File: src/rtl/ice40_pll_seq_ctrl.sv
// iCE40 PLL40 power-up/lock supervisor: sequences RESETB, qualifies LOCK,
// retries on timeout and falls back to BYPASS after repeated failures.
module ice40_pll_seq_ctrl #(
  parameter int RST_CYCLES   = 16,
  parameter int LOCK_TIMEOUT = 4096,
  parameter int LOCK_STABLE  = 64,
  parameter int MAX_RETRIES  = 3
) (
  input  logic       clk_i,
  input  logic       rstn_i,
  input  logic       pll_lock_i,
  input  logic       restart_i,
  output logic       pll_resetb_o,
  output logic       pll_bypass_o,
  output logic       rstn_sys_o,
  output logic       locked_o,
  output logic       fail_o,
  output logic [3:0] retry_cnt_o,
  output logic [2:0] state_o
);

  localparam int MAX_AB = (RST_CYCLES > LOCK_TIMEOUT) ? RST_CYCLES : LOCK_TIMEOUT;
  localparam int MAX_C  = (MAX_AB > LOCK_STABLE) ? MAX_AB : LOCK_STABLE;
  localparam int CW     = $clog2(MAX_C);

  localparam logic [CW-1:0] RST_LAST    = CW'(RST_CYCLES - 1);
  localparam logic [CW-1:0] TIMEOUT_LAST = CW'(LOCK_TIMEOUT - 1);
  localparam logic [CW-1:0] STABLE_LAST = CW'(LOCK_STABLE - 1);
  localparam logic [CW-1:0] CNT_ONE     = CW'(1);
  localparam logic [3:0]    RETRY_LIMIT = 4'(MAX_RETRIES);

  typedef enum logic [2:0] {
    ST_RESET  = 3'd0,
    ST_WAIT   = 3'd1,
    ST_STABLE = 3'd2,
    ST_RUN    = 3'd3,
    ST_BYPASS = 3'd4
  } state_e;

  function automatic logic [3:0] sat_inc4(input logic [3:0] v);
    return (v == 4'hF) ? v : v + 4'd1;
  endfunction

  state_e        state_q, state_d;
  logic [CW-1:0] cnt_q, cnt_d;
  logic [3:0]    retries_q, retries_d;
  logic          sync1_q, lock_s_q;
  logic          resetb_q, resetb_d;
  logic          bypass_q, bypass_d;
  logic          rstn_sys_q, rstn_sys_d;
  logic          locked_q, locked_d;
  logic          fail_q, fail_d;

  // LOCK is asynchronous to the oscillator; only the second flop is used.
  always_ff @(posedge clk_i or negedge rstn_i) begin
    if (!rstn_i) begin
      sync1_q  <= 1'b0;
      lock_s_q <= 1'b0;
    end else begin
      sync1_q  <= pll_lock_i;
      lock_s_q <= sync1_q;
    end
  end

  always_comb begin
    state_d   = state_q;
    cnt_d     = cnt_q;
    retries_d = retries_q;
    if (restart_i) begin
      state_d   = ST_RESET;
      cnt_d     = '0;
      retries_d = '0;
    end else begin
      case (state_q)
        ST_RESET: begin
          if (cnt_q == RST_LAST) begin
            state_d = ST_WAIT;
            cnt_d   = '0;
          end else begin
            cnt_d = cnt_q + CNT_ONE;
          end
        end
        ST_WAIT: begin
          if (lock_s_q) begin
            state_d = ST_STABLE;
            cnt_d   = '0;
          end else if (cnt_q == TIMEOUT_LAST) begin
            retries_d = sat_inc4(retries_q);
            state_d   = (retries_d >= RETRY_LIMIT) ? ST_BYPASS : ST_RESET;
            cnt_d     = '0;
          end else begin
            cnt_d = cnt_q + CNT_ONE;
          end
        end
        ST_STABLE: begin
          // A dropout restarts the timeout window without charging a retry.
          if (!lock_s_q) begin
            state_d = ST_WAIT;
            cnt_d   = '0;
          end else if (cnt_q == STABLE_LAST) begin
            state_d   = ST_RUN;
            cnt_d     = '0;
            retries_d = '0;
          end else begin
            cnt_d = cnt_q + CNT_ONE;
          end
        end
        ST_RUN: begin
          if (!lock_s_q) begin
            state_d = ST_RESET;
            cnt_d   = '0;
          end
        end
        ST_BYPASS: begin
          cnt_d = '0;
        end
        default: begin
          state_d = ST_RESET;
          cnt_d   = '0;
        end
      endcase
    end
  end

  // Outputs are decoded from the next state so they change with state_q.
  always_comb begin
    resetb_d   = (state_d == ST_WAIT) || (state_d == ST_STABLE) || (state_d == ST_RUN);
    bypass_d   = (state_d == ST_BYPASS);
    rstn_sys_d = (state_d == ST_RUN) || (state_d == ST_BYPASS);
    locked_d   = (state_d == ST_RUN);
    fail_d     = (state_d == ST_BYPASS);
  end

  always_ff @(posedge clk_i or negedge rstn_i) begin
    if (!rstn_i) begin
      state_q    <= ST_RESET;
      cnt_q      <= '0;
      retries_q  <= '0;
      resetb_q   <= 1'b0;
      bypass_q   <= 1'b0;
      rstn_sys_q <= 1'b0;
      locked_q   <= 1'b0;
      fail_q     <= 1'b0;
    end else begin
      state_q    <= state_d;
      cnt_q      <= cnt_d;
      retries_q  <= retries_d;
      resetb_q   <= resetb_d;
      bypass_q   <= bypass_d;
      rstn_sys_q <= rstn_sys_d;
      locked_q   <= locked_d;
      fail_q     <= fail_d;
    end
  end

  assign pll_resetb_o = resetb_q;
  assign pll_bypass_o = bypass_q;
  assign rstn_sys_o   = rstn_sys_q;
  assign locked_o     = locked_q;
  assign fail_o       = fail_q;
  assign retry_cnt_o  = retries_q;
  assign state_o      = state_q;

endmodule

File: config.mk
export PLATFORM = sky130hd
export DESIGN_NAME = ice40_pll_seq_ctrl
export DESIGN_NICKNAME = d
export VERILOG_FILES = /design/src/rtl/ice40_pll_seq_ctrl.sv
export SDC_FILE = /design/constraint.sdc
export NUM_CORES = 1
export LEC_CHECK = 0
export ABC_AREA = 1
export BUFFER_PORTS_ARGS = -buffer_cell sky130_fd_sc_hd__clkbuf_2
export CORE_AREA = 2 2 65 52
export CTS_CLUSTER_DIAMETER = 50
export DETAILED_ROUTE_END_ITERATION = 6
export DIE_AREA = 0 0 67 54
export PLACE_DENSITY_LB_ADDON = 0.2
export SLEW_MARGIN = 5
export SYNTH_ARGS = -nofsm -noshare
export SYNTH_HDL_FRONTEND = slang
export SYNTH_SLANG_ARGS = --single-unit
File: constraint.sdc
create_clock -name clk_i -period 2.7 [get_ports clk_i]
set_clock_uncertainty 0.1 [all_clocks]
set_input_delay 0.405 -clock clk_i [delete_from_list [all_inputs] [get_ports clk_i]]
set_output_delay 0.405 -clock clk_i [all_outputs]
set_load 0.02 [all_outputs]
== Word level (Yosys, flattened, before mapping) ==
Cells that the tools add are included.

* Word-level logic and storage cells: 59
* Register bits after elaboration: 25

* Reductions and logical operators: 6
* Equal/unequal tests: 17
* $lt $le $gt $ge: 1
* Add/sub/neg operators: 2
* Mux-type cells: 24

{| class="wikitable"
|+ Operators by type and width
! cell !! number
|-
| $mux 12 || 7
|-
| $pmux 12 s4 || 1
|-
| $mux 3 || 8
|-
| $mux 4 || 6
|-
| $ne 3x3->1 const B || 5
|-
| $pmux 3 s5 || 1
|-
| $add 12x1->12 const B || 1
|-
| $eq 12x12->1 const B || 1
|-
| $eq 12x4->1 const B || 1
|-
| $eq 12x6->1 const B || 1
|-
| $eq 3x2->1 const B || 4
|-
| $pmux 4 s2 || 1
|-
| $eq 3x1->1 const B || 2
|-
| $eq 3x3->1 const B || 2
|-
| $reduce_and 5->1 || 1
|-
| $add 4x1->4 const B || 1
|-
| $eq 4x4->1 const B || 1
|-
| $ge 4x2->1 const B || 1
|-
| $logic_not 3->1 || 1
|-
| $logic_or 1x1->1 || 3
|-
| $reduce_bool 3->1 || 1
|}

== Logic depth before layout (Yosys ltp) ==
* Depth after elaboration: 11
* Gate-level depth with buffers: 12

== Least setup slack after synthesis ==
OpenSTA, ideal clock, no wires.

* Path kind: register -> register
* Start: reg retries_q[0] (netlist: retry_cnt_o[0])
* End: reg rstn_sys_q (netlist: rstn_sys_o)
* Required time: 2481 ps
* Cell stages (with the launch flop): 12
* Period minus slack after synthesis: 1615 ps
* Buffers on the path: 0
* Slack: 1085 ps
* Arrival: 1397 ps
* Cells stage by stage: dfrtp_1 > ha_1 > nand3_1 > inv_1 > nand2_1 > nand2_1 > nand2_1 > nand3_1 > nand2_1 > nand2_1 > nand2_1 > nand2_1

* Longest elaborated chain between the ends: 10

{| class="wikitable"
|+ Ends and longest elaborated chain
! what !! line !! text
|-
| start, declared || 46 || <nowiki>logic [3:0] retries_q, retries_d;</nowiki>
|-
| start signal, assigned || 147 || <nowiki>retries_q <= retries_d;</nowiki>
|-
| $add 4x1->4 or $eq 4x4->1 (tied branches) || 41 || <nowiki>return (v == 4'hF) ? v : v + 4'd1;</nowiki>
|-
| $mux 4 * || 41 ||
|-
| $ge 4x2->1 * || 89 || <nowiki>state_d = (retries_d >= RETRY_LIMIT) ? ST_BYPASS : ST_RESET;</nowiki>
|-
| $mux 3 * || 89 ||
|-
| $mux 3 * || 87 || <nowiki>end else if (cnt_q == TIMEOUT_LAST) begin</nowiki>
|-
| $mux 3 * || 84 || <nowiki>if (lock_s_q) begin</nowiki>
|-
| $pmux 3 s5 * || 74 || <nowiki>case (state_q)</nowiki>
|-
| $mux 3 * || 69 || <nowiki>if (restart_i) begin</nowiki>
|-
| $eq 3x2->1 or $eq 3x3->1 (tied branches) || 129 || <nowiki>rstn_sys_d = (state_d == ST_RUN) || (state_d == ST_BYPASS);</nowiki>
|-
| $logic_or 1x1->1 * || 129 ||
|-
| net rstn_sys_d || 50 || <nowiki>logic rstn_sys_q, rstn_sys_d;</nowiki>
|-
| end signal, assigned || 150 || <nowiki>rstn_sys_q <= rstn_sys_d;</nowiki>
|-
| end, declared || 50 ||
|}

The timed path passes the listed nets; every way through them passes the cells marked *.
A chain may end at the register's enable or synchronous reset.

== Worst setup path after layout ==
* Start: reg cnt_q[0]
* End: reg resetb_q (netlist: pll_resetb_o)

* Longest elaborated chain between the ends: 8

{| class="wikitable"
|+ Ends and longest elaborated chain
! what !! line !! text
|-
| start, declared || 45 || <nowiki>logic [CW-1:0] cnt_q, cnt_d;</nowiki>
|-
| start signal, assigned || 146 || <nowiki>cnt_q <= cnt_d;</nowiki>
|-
| $eq 12x6->1 or $eq 12x12->1 (tied branches) || 100, 87 ||
|-
| $mux 3 (on tied branches) || 100, 87 ||
|-
| $mux 3 (on tied branches) || 97, 84 ||
|-
| $pmux 3 s5 * || 74 ||
|-
| $mux 3 * || 69 ||
|-
| $eq 3x1->1 or $eq 3x2->1 (tied branches) || 127 || <nowiki>resetb_d = (state_d == ST_WAIT) || (state_d == ST_STABLE) || (state_d == ST_RUN);</nowiki>
|-
| $logic_or 1x1->1 || 127 ||
|-
| $logic_or 1x1->1 * || 127 ||
|-
| net resetb_d || 48 || <nowiki>logic resetb_q, resetb_d;</nowiki>
|-
| end signal, assigned || 148 || <nowiki>resetb_q <= resetb_d;</nowiki>
|-
| end, declared || 48 ||
|}

Marked as above.

==> reports/metrics.csv <==
stage;metric;value;unit
global_route;Total GRT Usage;20.8;%
die;io pins;16;
synth;Ys Warns;0;
setup_path;CP startpoint kind;flip-flop;
placement;worst slack at placement;837;ps
synth;ranking of synthesized cells by area;dfrtp_1 (40%), nand2_1 (15%), nand3_1 (6.7%);
synth;Syn Inst Count;213;
power_and_ir_drop;Gate power share;4.7;%
power_and_ir_drop;switching share of power;22.1;%
die;die height;54;um
setup_path;worst reg2reg setup slack;920;ps
final_layout;share of cells above drive strength 1;19.1;%
global_route;vias in the first global route;1170;
synth;Syn Nets;219;
detailed_routing;Avg WL per Cell;12.0;um
final_layout;most common cell after layout, fill and taps aside;nand2_1;
power_and_ir_drop;register share of total power;60.8;%
power_and_ir_drop;leakage;0.929;nW
sta;min cycle time layout;1780;ps
setup_path;worst r2r src;cnt_q[0];
sta;Finish-stage setup viols;0;
hold_path;Worst Hold Class;in2async;
detailed_routing;initial DRC count;90;
final_layout;most frequent cells in the layout;nand2_1 (63), inv_1 (26), dfrtp_1 (25), nand3_1 (21), clkbuf_2 (15);
detailed_routing;WL final;3.25;mm
clock_tree;clock latency on the worst-skew pair;270;ps
sta;Final TNS setup;0;ps
setup_path;R2R Path End;pll_resetb_o;
placement;gpl congestion;0.902;
die;Initial Utilization;51.1;%
power_and_ir_drop;maximum VDD drop;242;uV
sta;Final Cycle Share;66.1;%
sta;Final Hold Vio Count;0;
power_and_ir_drop;internal power;0.494;mW
run_status;status;complete, no violations;
die;core area;3060;um2
final_layout;NumNets Final;237;
sta;RSZ-0062 raised after global routing;false;
clock_tree;total CTS buffers;3;
die;Horiz. Die Dim;67;um
sta;Max Slew Vio Count;0;
clock_tree;root buf cell;clkbuf_8;
power_and_ir_drop;Power Density;368;nW/um2
final_layout;fill count;306;
sta;Setup WS post-layout;917;ps
synth;top-area cell type share of the netlist area;40.0;%
final_layout;ANT cells;0;
clock_tree;Post-CTS Resized;0;
synth;Yosys top cell by area;dfrtp_1;
setup_path;Worst Path Arrival;1840;ps
setup_path;Worst Path Required;2760;ps
power_and_ir_drop;P_sw;0.140;mW
final_layout;post-route cell area;1720;um2
clock_tree;Post-CTS Setup Bufs;0;
clock_tree;TritonCTS clock tree;yes;
synth;FF+latch count, synth;25;
die;die area;3620;um2
detailed_routing;Vias/cell;4.94;
setup_path;critical path type;reg2reg;
global_route;grt ovf;0;
placement;cell area after placement;1680;um2
clock_tree;CTS Buffer Depth;2;
synth;post-synthesis async set-or-reset flop share;100;%
detailed_routing;Final ANT Viol Nets;0;
global_route;largest net degree at the start of global routing;26;
clock_tree;clk slew on worst S/H paths;90;ps
placement;PortBufs;15;
sta;slew margin rel.;57.8;%
synth;Seq/Total Area, Yosys;40.0;%
setup_path;worst-path maximum fanout;4;
synth;Netlist cell types;26;
setup_path;crit path capture;pll_resetb_o;
detailed_routing;Pre-antenna DRT Iters;4;
global_route;initial antenna violation count;0;
die;row count;18;
power_and_ir_drop;Clock power frac;34.5;%
clock_tree;cts hold-fix bufs;0;
final_layout;synth-to-layout area growth;9.91;%
setup_path;crit path launch;cnt_q[0];
sta;fmax;561;MHz
run;maxcap violations;0;
synth;Synth Cell Area;1570;um2
global_route;global-route wire length before repair;5.53;mm
detailed_routing;DRC;0;
detailed_routing;via count;1334;
placement;hpwl dp;2.53;mm
synth;syn_area_per_cell;7.35;um2
clock_tree;clk sinks;25;
setup_path;critical path endpoint category;flip-flop;
sta;slew at the pin closest to its max-slew limit;633;ps
synth;number of synthesized flops with an enable pin;0;
setup_path;r2r worst-path depth;12;
clock_tree;# H-tree levels;1;
synth;ys flop type;dfrtp_1;
## cell usage after synthesis (all sizes together), types with 2 or more instances
master,n
a21oi,10
buf,2
dfrtp,25
ha,2
inv,30
nand2,73
nand3,22
nand4,4
nor2,23
nor3,3
o21ai,8
xnor2,3
xor2,2
## per-stage QoR
step                      hold WS (ps)  power, mW  instances  utilization [%]
final                             39.5      0.634        270             56.2
after global routing              89.2      0.668        270             56.2
after CTS                         60.8      0.644        270             56.2
after detailed placement           255      0.424        266             54.7
after global placement             232      0.423        266             54.7
after floorplan                   9.41      0.408        213                -
## metal layers
metal | up-vias | routed length [um] | global-route usage, %
li1 | 704 | - | -
met1 | 594 | 1660 | 30.7
met2 | 34 | 1400 | 31.5
met3 | 2 | 171 | 4.39
met4 | 0 | 18 | 4.08
met5 | - | 0 | 0
## cells by family after synthesis
kind of cell | after synthesis | synth area share [%]
XOR/XNOR | 5 | 2.80
flip-flops | 25 | 40.0
buffers and inverters | 33 | 8.39
AND/OR/NAND/NOR | 128 | 40.3
AO/OA/AOI/OAI | 20 | 6.95
adder cells (fa/ha/maj) | 2 | 1.60
## worst min path at each step
stage                       start         to  slack [ps]  depth (start not counted)
after floorplan            rstn_i   cnt_q[0]           9                          0
after global routing       rstn_i  cnt_q[10]          90                          1
final                      rstn_i  cnt_q[11]          40                          1
after CTS                  rstn_i  cnt_q[11]          60                          1
after global placement    sync1_q   lock_s_q         230                          0
after detailed placement  sync1_q   lock_s_q         250                          0
## registers in the layout, indices dropped and copies added (netlist names)
signal	cells
cnt_q	12
fail_o	1
lock_s_q	1
locked_o	1
pll_resetb_o	1
retry_cnt_o	4
rstn_sys_o	1
state_o	3
sync1_q	1
## critical path, cell delays in order (launching register included)
cell and delay [ps]:
dfrtp_1 400, ha_1 210, nand2_2 100, nor2_4 170, nand2_4 80, nor2_4 90
inv_2 90, nand2_4 80, nand2_2 50, nor2_2 70, nand2_1 90, nand2_1 90
nand2_1 70
## cell type report
class	instances	area (um2)	share of cell area [%]
clock buffer	4	45.0	2.62
tap	40	50.0	2.91
timing repair buffer	15	75.1	4.36
sequential	25	626	36.4
multi-input combinational	155	808	47.0
inverter	31	116	6.76
## power groups by stage
stage / clock [mW] / combinational, mW / sequential (mW)
global route: 0.246 / 0.0355 / 0.387
detailed placement: 0 / 0.0309 / 0.393
floorplan: 0 / 0.0166 / 0.391
global placement: 0 / 0.0302 / 0.392
finish: 0.219 / 0.0299 / 0.385
CTS: 0.228 / 0.0308 / 0.385
(Power assumes the default switching activity.)
